`config.mk`:
```
export PLATFORM = sky130hd
export DESIGN_NAME = orb_frame_receiver
export DESIGN_NICKNAME = d
export VERILOG_FILES = /design/src/rtl/orb_frame_receiver.sv
export SDC_FILE = /design/constraint.sdc
export NUM_CORES = 1
export LEC_CHECK = 0
export ABC_AREA = 1
export BUFFER_PORTS_ARGS = -buffer_cell sky130_fd_sc_hd__buf_2
export CAP_MARGIN = 20
export CORE_UTILIZATION = 35
export DETAILED_ROUTE_END_ITERATION = 10
export SLEW_MARGIN = 30
export SYNTH_ARGS = -nofsm -noshare
export SYNTH_HDL_FRONTEND = slang
export SYNTH_SLANG_ARGS = --single-unit
```
`constraint.sdc`:
```
create_clock -name clk -period 2.2 [get_ports clk]
set_input_delay 0.66 -clock clk [delete_from_list [all_inputs] [get_ports clk]]
set_output_delay 0.66 -clock clk [all_outputs]
set_load 0.02 [all_outputs]
```
`src/rtl/orb_frame_receiver.sv`:
```
// Orbita telemetry frame receiver: hunts for the 12-bit marker, confirms it over
// CONFIRM frames, then delivers every de-serialised word with its frame address.
module orb_frame_receiver #(
  parameter int unsigned WORDS_PER_FRAME = 2048,
  parameter logic [11:0] SYNC_WORD       = 12'hE25,
  parameter int unsigned CONFIRM         = 2,
  parameter int unsigned LOSS_LIMIT      = 3
) (
  input  logic        clk,
  input  logic        reset,
  input  logic        iBitEn,
  input  logic        iSerial,
  output logic [11:0] oWord,
  output logic        oWordValid,
  output logic [10:0] oAddr,
  output logic        oFrameStart,
  output logic        oLocked,
  output logic [15:0] oSyncErrCnt
);

  typedef enum logic [1:0] {HUNT, VERIFY, LOCK} state_e;

  localparam logic [10:0] LAST_WORD = 11'(WORDS_PER_FRAME - 1);
  localparam logic [2:0]  CONFIRM_N = 3'(CONFIRM);
  localparam logic [2:0]  LOSS_N    = 3'(LOSS_LIMIT);

  state_e      state_q, state_d;
  logic [10:0] sr_q, sr_d;
  logic [3:0]  bit_cnt_q, bit_cnt_d;
  logic [10:0] word_cnt_q, word_cnt_d;
  logic [2:0]  good_cnt_q, good_cnt_d;
  logic [2:0]  bad_cnt_q, bad_cnt_d;
  logic [11:0] word_q, word_d;
  logic        valid_q, valid_d;
  logic [10:0] addr_q, addr_d;
  logic        fs_q, fs_d;
  logic        locked_q, locked_d;
  logic [15:0] err_q, err_d;

  logic [11:0] incoming;
  logic        match, boundary, marker_slot;
  logic [10:0] wc_next;
  logic [2:0]  good_inc, bad_inc;

  // Only the 11 newest bits are stored; the 12th is the bit on the line now.
  assign incoming    = {sr_q, iSerial};
  assign match       = (incoming == SYNC_WORD);
  assign boundary    = (bit_cnt_q == 4'd11);
  assign marker_slot = (word_cnt_q == '0);
  assign wc_next     = (word_cnt_q == LAST_WORD) ? '0 : word_cnt_q + 11'd1;
  assign good_inc    = good_cnt_q + 3'd1;
  assign bad_inc     = bad_cnt_q + 3'd1;

  always_comb begin
    state_d    = state_q;
    sr_d       = sr_q;
    bit_cnt_d  = bit_cnt_q;
    word_cnt_d = word_cnt_q;
    good_cnt_d = good_cnt_q;
    bad_cnt_d  = bad_cnt_q;
    word_d     = word_q;
    valid_d    = 1'b0;
    addr_d     = addr_q;
    fs_d       = 1'b0;
    locked_d   = locked_q;
    err_d      = err_q;
    if (iBitEn) begin
      sr_d = incoming[10:0];
      unique case (state_q)
        HUNT: begin
          if (match) begin
            bit_cnt_d  = '0;
            word_cnt_d = 11'd1;
            good_cnt_d = 3'd1;
            // With CONFIRM = 1 this marker is the confirming one, so it is delivered.
            if (CONFIRM_N == 3'd1) begin
              state_d  = LOCK;
              locked_d = 1'b1;
              valid_d  = 1'b1;
              word_d   = incoming;
              addr_d   = '0;
              fs_d     = 1'b1;
            end else begin
              state_d = VERIFY;
            end
          end
        end
        VERIFY: begin
          bit_cnt_d = boundary ? '0 : bit_cnt_q + 4'd1;
          if (boundary) begin
            word_cnt_d = wc_next;
            if (marker_slot) begin
              if (match) begin
                good_cnt_d = good_inc;
                if (good_inc == CONFIRM_N) begin
                  state_d  = LOCK;
                  locked_d = 1'b1;
                  valid_d  = 1'b1;
                  word_d   = incoming;
                  addr_d   = '0;
                  fs_d     = 1'b1;
                end
              end else begin
                state_d    = HUNT;
                good_cnt_d = '0;
              end
            end
          end
        end
        LOCK: begin
          bit_cnt_d = boundary ? '0 : bit_cnt_q + 4'd1;
          if (boundary) begin
            word_cnt_d = wc_next;
            valid_d    = 1'b1;
            word_d     = incoming;
            addr_d     = word_cnt_q;
            fs_d       = marker_slot;
            if (marker_slot) begin
              if (match) begin
                bad_cnt_d = '0;
              end else begin
                bad_cnt_d = bad_inc;
                if (err_q != 16'hFFFF) err_d = err_q + 16'd1;
                // The failing marker is still delivered; oLocked drops with it.
                if (bad_inc == LOSS_N) begin
                  state_d    = HUNT;
                  locked_d   = 1'b0;
                  bad_cnt_d  = '0;
                  good_cnt_d = '0;
                end
              end
            end
          end
        end
        default: state_d = HUNT;
      endcase
    end
  end

  always_ff @(posedge clk) begin
    if (reset) begin
      state_q    <= HUNT;
      sr_q       <= '0;
      bit_cnt_q  <= '0;
      word_cnt_q <= '0;
      good_cnt_q <= '0;
      bad_cnt_q  <= '0;
      word_q     <= '0;
      valid_q    <= 1'b0;
      addr_q     <= '0;
      fs_q       <= 1'b0;
      locked_q   <= 1'b0;
      err_q      <= '0;
    end else begin
      state_q    <= state_d;
      sr_q       <= sr_d;
      bit_cnt_q  <= bit_cnt_d;
      word_cnt_q <= word_cnt_d;
      good_cnt_q <= good_cnt_d;
      bad_cnt_q  <= bad_cnt_d;
      word_q     <= word_d;
      valid_q    <= valid_d;
      addr_q     <= addr_d;
      fs_q       <= fs_d;
      locked_q   <= locked_d;
      err_q      <= err_d;
    end
  end

  assign oWord       = word_q;
  assign oWordValid  = valid_q;
  assign oAddr       = addr_q;
  assign oFrameStart = fs_q;
  assign oLocked     = locked_q;
  assign oSyncErrCnt = err_q;

endmodule

```
; ---- Word-level counts from Yosys, hierarchy flattened
; Cells that the tools add are included.
[totals]
register_bits = 76
input_bits = 4
out_inout_bits = 42
wordCells = 110
[classes]
add_sub_neg = 5
n_eq_ne = 19
muxes = 57
bitwise = 2
n_reduce_logical = 15
[op_table]
columns = cell, count
row1 = two-way mux 11 bit, 8
row2 = two-way mux 12 bit, 5
row3 = one-hot mux 11 bit (2 select lines), 2
row4 = two-way mux 3 bit, 10
row5 = one-hot mux 12 bit (2 select lines), 1
row6 = two-way mux 2 bit, 9
row7 = != test 2 bit (second input constant), 9
row8 = AND reduction 9 bit, 2
row9 = adder 16 x 1 -> 16 bit (second input constant), 1
row10 = != test 16 bit (second input constant), 1
row11 = two-way mux 1 bit, 14
row12 = == test 12 bit (second input constant), 1
row13 = adder 11 x 1 -> 11 bit (second input constant), 1
row14 = == test 11 bit (second input constant), 1
row15 = logical NOT 11 bit, 1
row16 = AND reduction 10 bit, 1
row17 = one-hot mux 3 bit (3 select lines), 1
row18 = two-way mux 4 bit, 2
row19 = one-hot mux 4 bit (2 select lines), 1
row20 = AND reduction 4 bit, 2
row21 = AND reduction 7 bit, 1
row22 = adder 3 x 1 -> 3 bit (second input constant), 2
row23 = == test 3 x 2 -> 1 bit (second input constant), 2
row24 = one-hot mux 1 bit (2 select lines), 3
row25 = other kinds (14), 17

; ---- Longest topological paths before layout
[depth]
depth_word = 7
mapped_depth = 13
depth_no_buf = 12

; ---- Worst setup path after synthesis
; Ideal clock, no wire load.
[synth_timing]
path_kind = flip-flop to flip-flop
startpoint = register err_q[0] (netlist: oSyncErrCnt[0])
endpoint = register err_q[10] (netlist: oSyncErrCnt[10])
setup_ps = 69
arrival_time_ps = 1662
t_required_ps = 2131
slack_ps = 468
path_stages_with_launch = 11
n_path_buf = 1
period_less_slack_ps = 1732
cell_sequence = dfxtp_1 ha_1 nand2_1 nor2_4 nand2_2 nor2_4 nor2_4 nand2_4 buf_12 nand2_2 a21oi_2
[synth_between]
elab_chain_len = 2
elab_cells_between_ends = 3
classes_between = add/sub (1) / eq/ne (1) / reduce/logical (1)
[synth_lines]
columns = item, line_no
row1 = start: declaration, 38  ; logic [15:0] err_q, err_d;
row2 = start signal: assignment, 166  ; err_q <= err_d;
row3 = branches (longest 2 deep; another with adder 16 x 1 -> 16 bit), n/a
; Several ways; the timed one is not identified.
; A chain may end at the register's enable or synchronous reset.

; ---- Final worst setup path
[layout_timing]
startpoint = register state_q[0]
endpoint = register good_cnt_q[2]
[layout_between]
elab_chain_len = 3
elab_cells_between_ends = 13
classes_between = eq/ne (9) / mux (1) / reduce/logical (3)
[layout_lines]
columns = item, line_no
row1 = start: declaration, 27  ; state_e state_q, state_d;
row2 = start signal: assignment, 155  ; state_q <= state_d;
row3 = == test 2 bit (tied with other cells), 69  ; unique case (state_q)
row4 = != test 2 bit (no line) / nonzero test 3 bit (equally long branches), n/a
row5 = AND reduction 9 bit (no line), n/a
row6 = end signal: assignment, 159  ; good_cnt_q <= good_cnt_d;
row7 = end: declaration, 31  ; logic [2:0] good_cnt_q, good_cnt_d;
; Parallel ways exist; a longest one is shown, timed or not.

==> flow_metrics.env <==
export IMPL_finalSetupViolCount=0
export IMPL_diodes=0
export IMPL_htreeDepth=3
export IMPL_grt_pass1_vias=3667
export IMPL_drive_gt1_frac=0.1745
export IMPL_highest_layer="met4"
export IMPL_r2r_end="good_cnt_q[2]"
export IMPL_crit_chain="inv_1 > ha_1 > buf_4 > a21oi_1 > nand3_1 > nor2_1 > nand2_1 > nand2_1 > nor2_1"
export IMPL_min_from="oWord[8]"
export IMPL_maxCapViolCount=0
export IMPL_synth_seq_cells=76
export IMPL_coreArea_um2=11610
export IMPL_arrival_ps=2100
export IMPL_detail_route_antenna_nets=0
export IMPL_wl_met2_mm=4.497
export IMPL_violations="DRC"
export IMPL_critPathKind="reg2reg"
export IMPL_hpwl_mm=7.308
export IMPL_drc=8
export IMPL_slew_violations=0
export IMPL_die_area_um2=12610
export IMPL_max_stage_delay_ps=370
export IMPL_gr_total_overflow=0
export IMPL_drt_pass1_iter_count=7
export IMPL_tns_ps=0
export IMPL_cts_sinks=76
export IMPL_drtIter0Drc=180
export IMPL_ir_worst_vdd_mv=0.2861
export IMPL_dominantRegCellSynth="dfxtp_1"
export IMPL_holdPathStages=2
export IMPL_fp_dieW_um=112.3
export IMPL_vias=3949
export IMPL_track_usage=0.1618
export IMPL_wl_met3_um=376
export IMPL_cts_root_buffer="clkbuf_16"
export IMPL_tritoncts="done"
export IMPL_worstPathRequired_ps=2430
export IMPL_slowest_stage="dfxtp_1"
export IMPL_whs_endpoint="oWord[8]"
export IMPL_fmax_mhz=534.8
export IMPL_fin_nets=694
export IMPL_wl_mm=9.663
export IMPL_cts_inserted_buffers=9
export IMPL_hold_class="reg2reg"
export IMPL_path_clk_slew_ps=60
export IMPL_globalplace_congestion=0.8732
export IMPL_path_max_fanout=14
export IMPL_portBuffers=45
export IMPL_hold_buffers=0
export IMPL_fin_crit_sh=0.8499
export IMPL_worstMarginPinSlew_ps=509.4
export IMPL_area_growth_pct=15.40
export IMPL_synth_warnings=0
export IMPL_synth_edf_count=0
export IMPL_grt_max_degree=44
export IMPL_slew_headroom=0.6578
export IMPL_skew_ps=4.758
export IMPL_grt_first_pass_wirelength_mm=16.57
export IMPL_critPathLaunchType="register"
export IMPL_ys_types=38
export IMPL_ctsResizeCount=0
export IMPL_io_pins=46
export IMPL_layout_common_cells="nand2_1, nor2_1, dfxtp_1"
export IMPL_rows=39
export IMPL_fin_util=0.4230
export IMPL_syn_num_nets=650
export IMPL_outcome="complete, but fails checks"
export IMPL_cts_buffer_depth=2
export IMPL_fin_crit_ps=1870
export IMPL_p_leak_nw=2.084
export IMPL_post_cts_buffers=0
export IMPL_vias_per_cell=4.787
export IMPL_async_flop_share=0
export IMPL_p_per_area_nw_per_um2=604.3
export IMPL_avgRoutedWirePerCell_um=11.71
export IMPL_netlist_instances=634
export IMPL_syn_cell_area_um2=4257
export IMPL_met1_length_mm=4.687
export IMPL_final_common_cell="nand2_1"
export IMPL_cp_end_kind="register"
export IMPL_initial_core_util=0.3665
export IMPL_hold_viol=0
export IMPL_grt_antenna_before_repair=0
export IMPL_reg2reg_from="state_q[0]"
export IMPL_fillers=1241
export IMPL_reg2reg_depth=9
export IMPL_clk_latency_ps=340
export IMPL_rsz0062_at_grt="false"
export IMPL_die_h_um=112.3
export IMPL_yosysSeqAreaShare=0.3574
export IMPL_syn_area_per_cell_um2=6.714
export IMPL_r2r_slack_ps=330
[metrics by stage]
step / std cells / hold WS [ps] / worst slack, ps / power, mW / cell area, um2
after detailed placement: 810 / 452.2 / 241.4 / 1.545 / 4621
final: 825 / 457.0 / 330.2 / 2.968 / 4912
after global routing: 825 / 475.4 / 147.0 / 3.083 / 4912
after global placement: 810 / 444.6 / 299.6 / 1.542 / 4621
after CTS: 825 / 465.8 / 347.3 / 3.022 / 4912
after floorplan: 634 / 448.3 / 468.1 / 1.513 / 4257
[report_power, final]
group | internal [mW] | total (mW) | switching (mW) | leakage (nW)
clock network | 0.896 | 1.45 | 0.558 | 0.144
logic | 0.0345 | 0.114 | 0.0790 | 1.33
registers | 1.39 | 1.40 | 0.0103 | 0.614
total | 2.32 | 2.97 | 0.647 | 2.08
[cells by family after synthesis]
logic type,after synthesis,synth area share
adder cells (fa/ha/maj),12,0.03527
buffers and inverters,92,0.09553
XOR/XNOR,10,0.02058
AO/OA/AOI/OAI,74,0.09965
flip-flops,76,0.3574
AND/OR/NAND/NOR,370,0.3915
[final cells by class]
type	count	area (um2)	area share
inverter	69	259.0	0.05273
sequential	76	1521	0.3097
timing repair buffer	56	332.8	0.06775
tap	143	178.9	0.03642
clock inverter	5	52.55	0.01070
multi-input combinational	466	2328	0.4740
clock buffer	10	239.0	0.04865
[per-layer routing]
layer | vias to the layer above | track usage
li1 | 2104 | -
met1 | 1770 | 0.1960
met2 | 66 | 0.2824
met3 | 9 | 0.04212
met4 | 0 | 0.04622
met5 | - | 0
[synthesized netlist by cell type, types with 3 or more instances]
cell type | n | area share
nor2_1 | 102 | 0.090
o21ai_0 | 21 | 0.025
nand3_1 | 71 | 0.083
ha_1 | 12 | 0.035
nor2_2 | 3 | 0.0044
buf_1 | 4 | 0.0035
nand3_2 | 3 | 0.0071
buf_6 | 4 | 0.011
clkbuf_1 | 6 | 0.0053
nand2_2 | 13 | 0.019
xor2_1 | 9 | 0.019
a21oi_1 | 35 | 0.041
dfxtp_1 | 76 | 0.36
nand4_1 | 8 | 0.012
inv_1 | 62 | 0.055
inv_2 | 7 | 0.0062
buf_2 | 6 | 0.0071
nor3_1 | 10 | 0.012
nor2_4 | 5 | 0.013
a21oi_2 | 11 | 0.023
nand2_1 | 143 | 0.13
[critical path: cells and delay by family, from the launching register on]
kind / cells / cell delay [ps]
AND/OR/NAND/NOR: 5 / 610
flip-flops: 1 / 370
AO/OA/AOI/OAI: 1 / 290
buffers and inverters: 2 / 270
adder cells (fa/ha/maj): 1 / 220
[registers in the layout, indices dropped and copies added, names as in the netlist, 2 cells and up]
name and count:
bad_cnt_q 3, bit_cnt_q 4, good_cnt_q 3, oAddr 11
oSyncErrCnt 16, oWord 12, sr_q 11, state_q 2
word_cnt_q 11
[how the worst max path moves through the flow]
stage,start,endpoint,depth (start not counted)
floorplan,oSyncErrCnt[0],oSyncErrCnt[10],10
CTS,state_q[0],good_cnt_q[2],9
global placement,iSerial,oSyncErrCnt[9],9
detailed placement,iSerial,word_cnt_q[10],10
global route,state_q[1],oAddr[7],12
finish,state_q[0],good_cnt_q[2],9
Power figures use the tool's default switching activity.
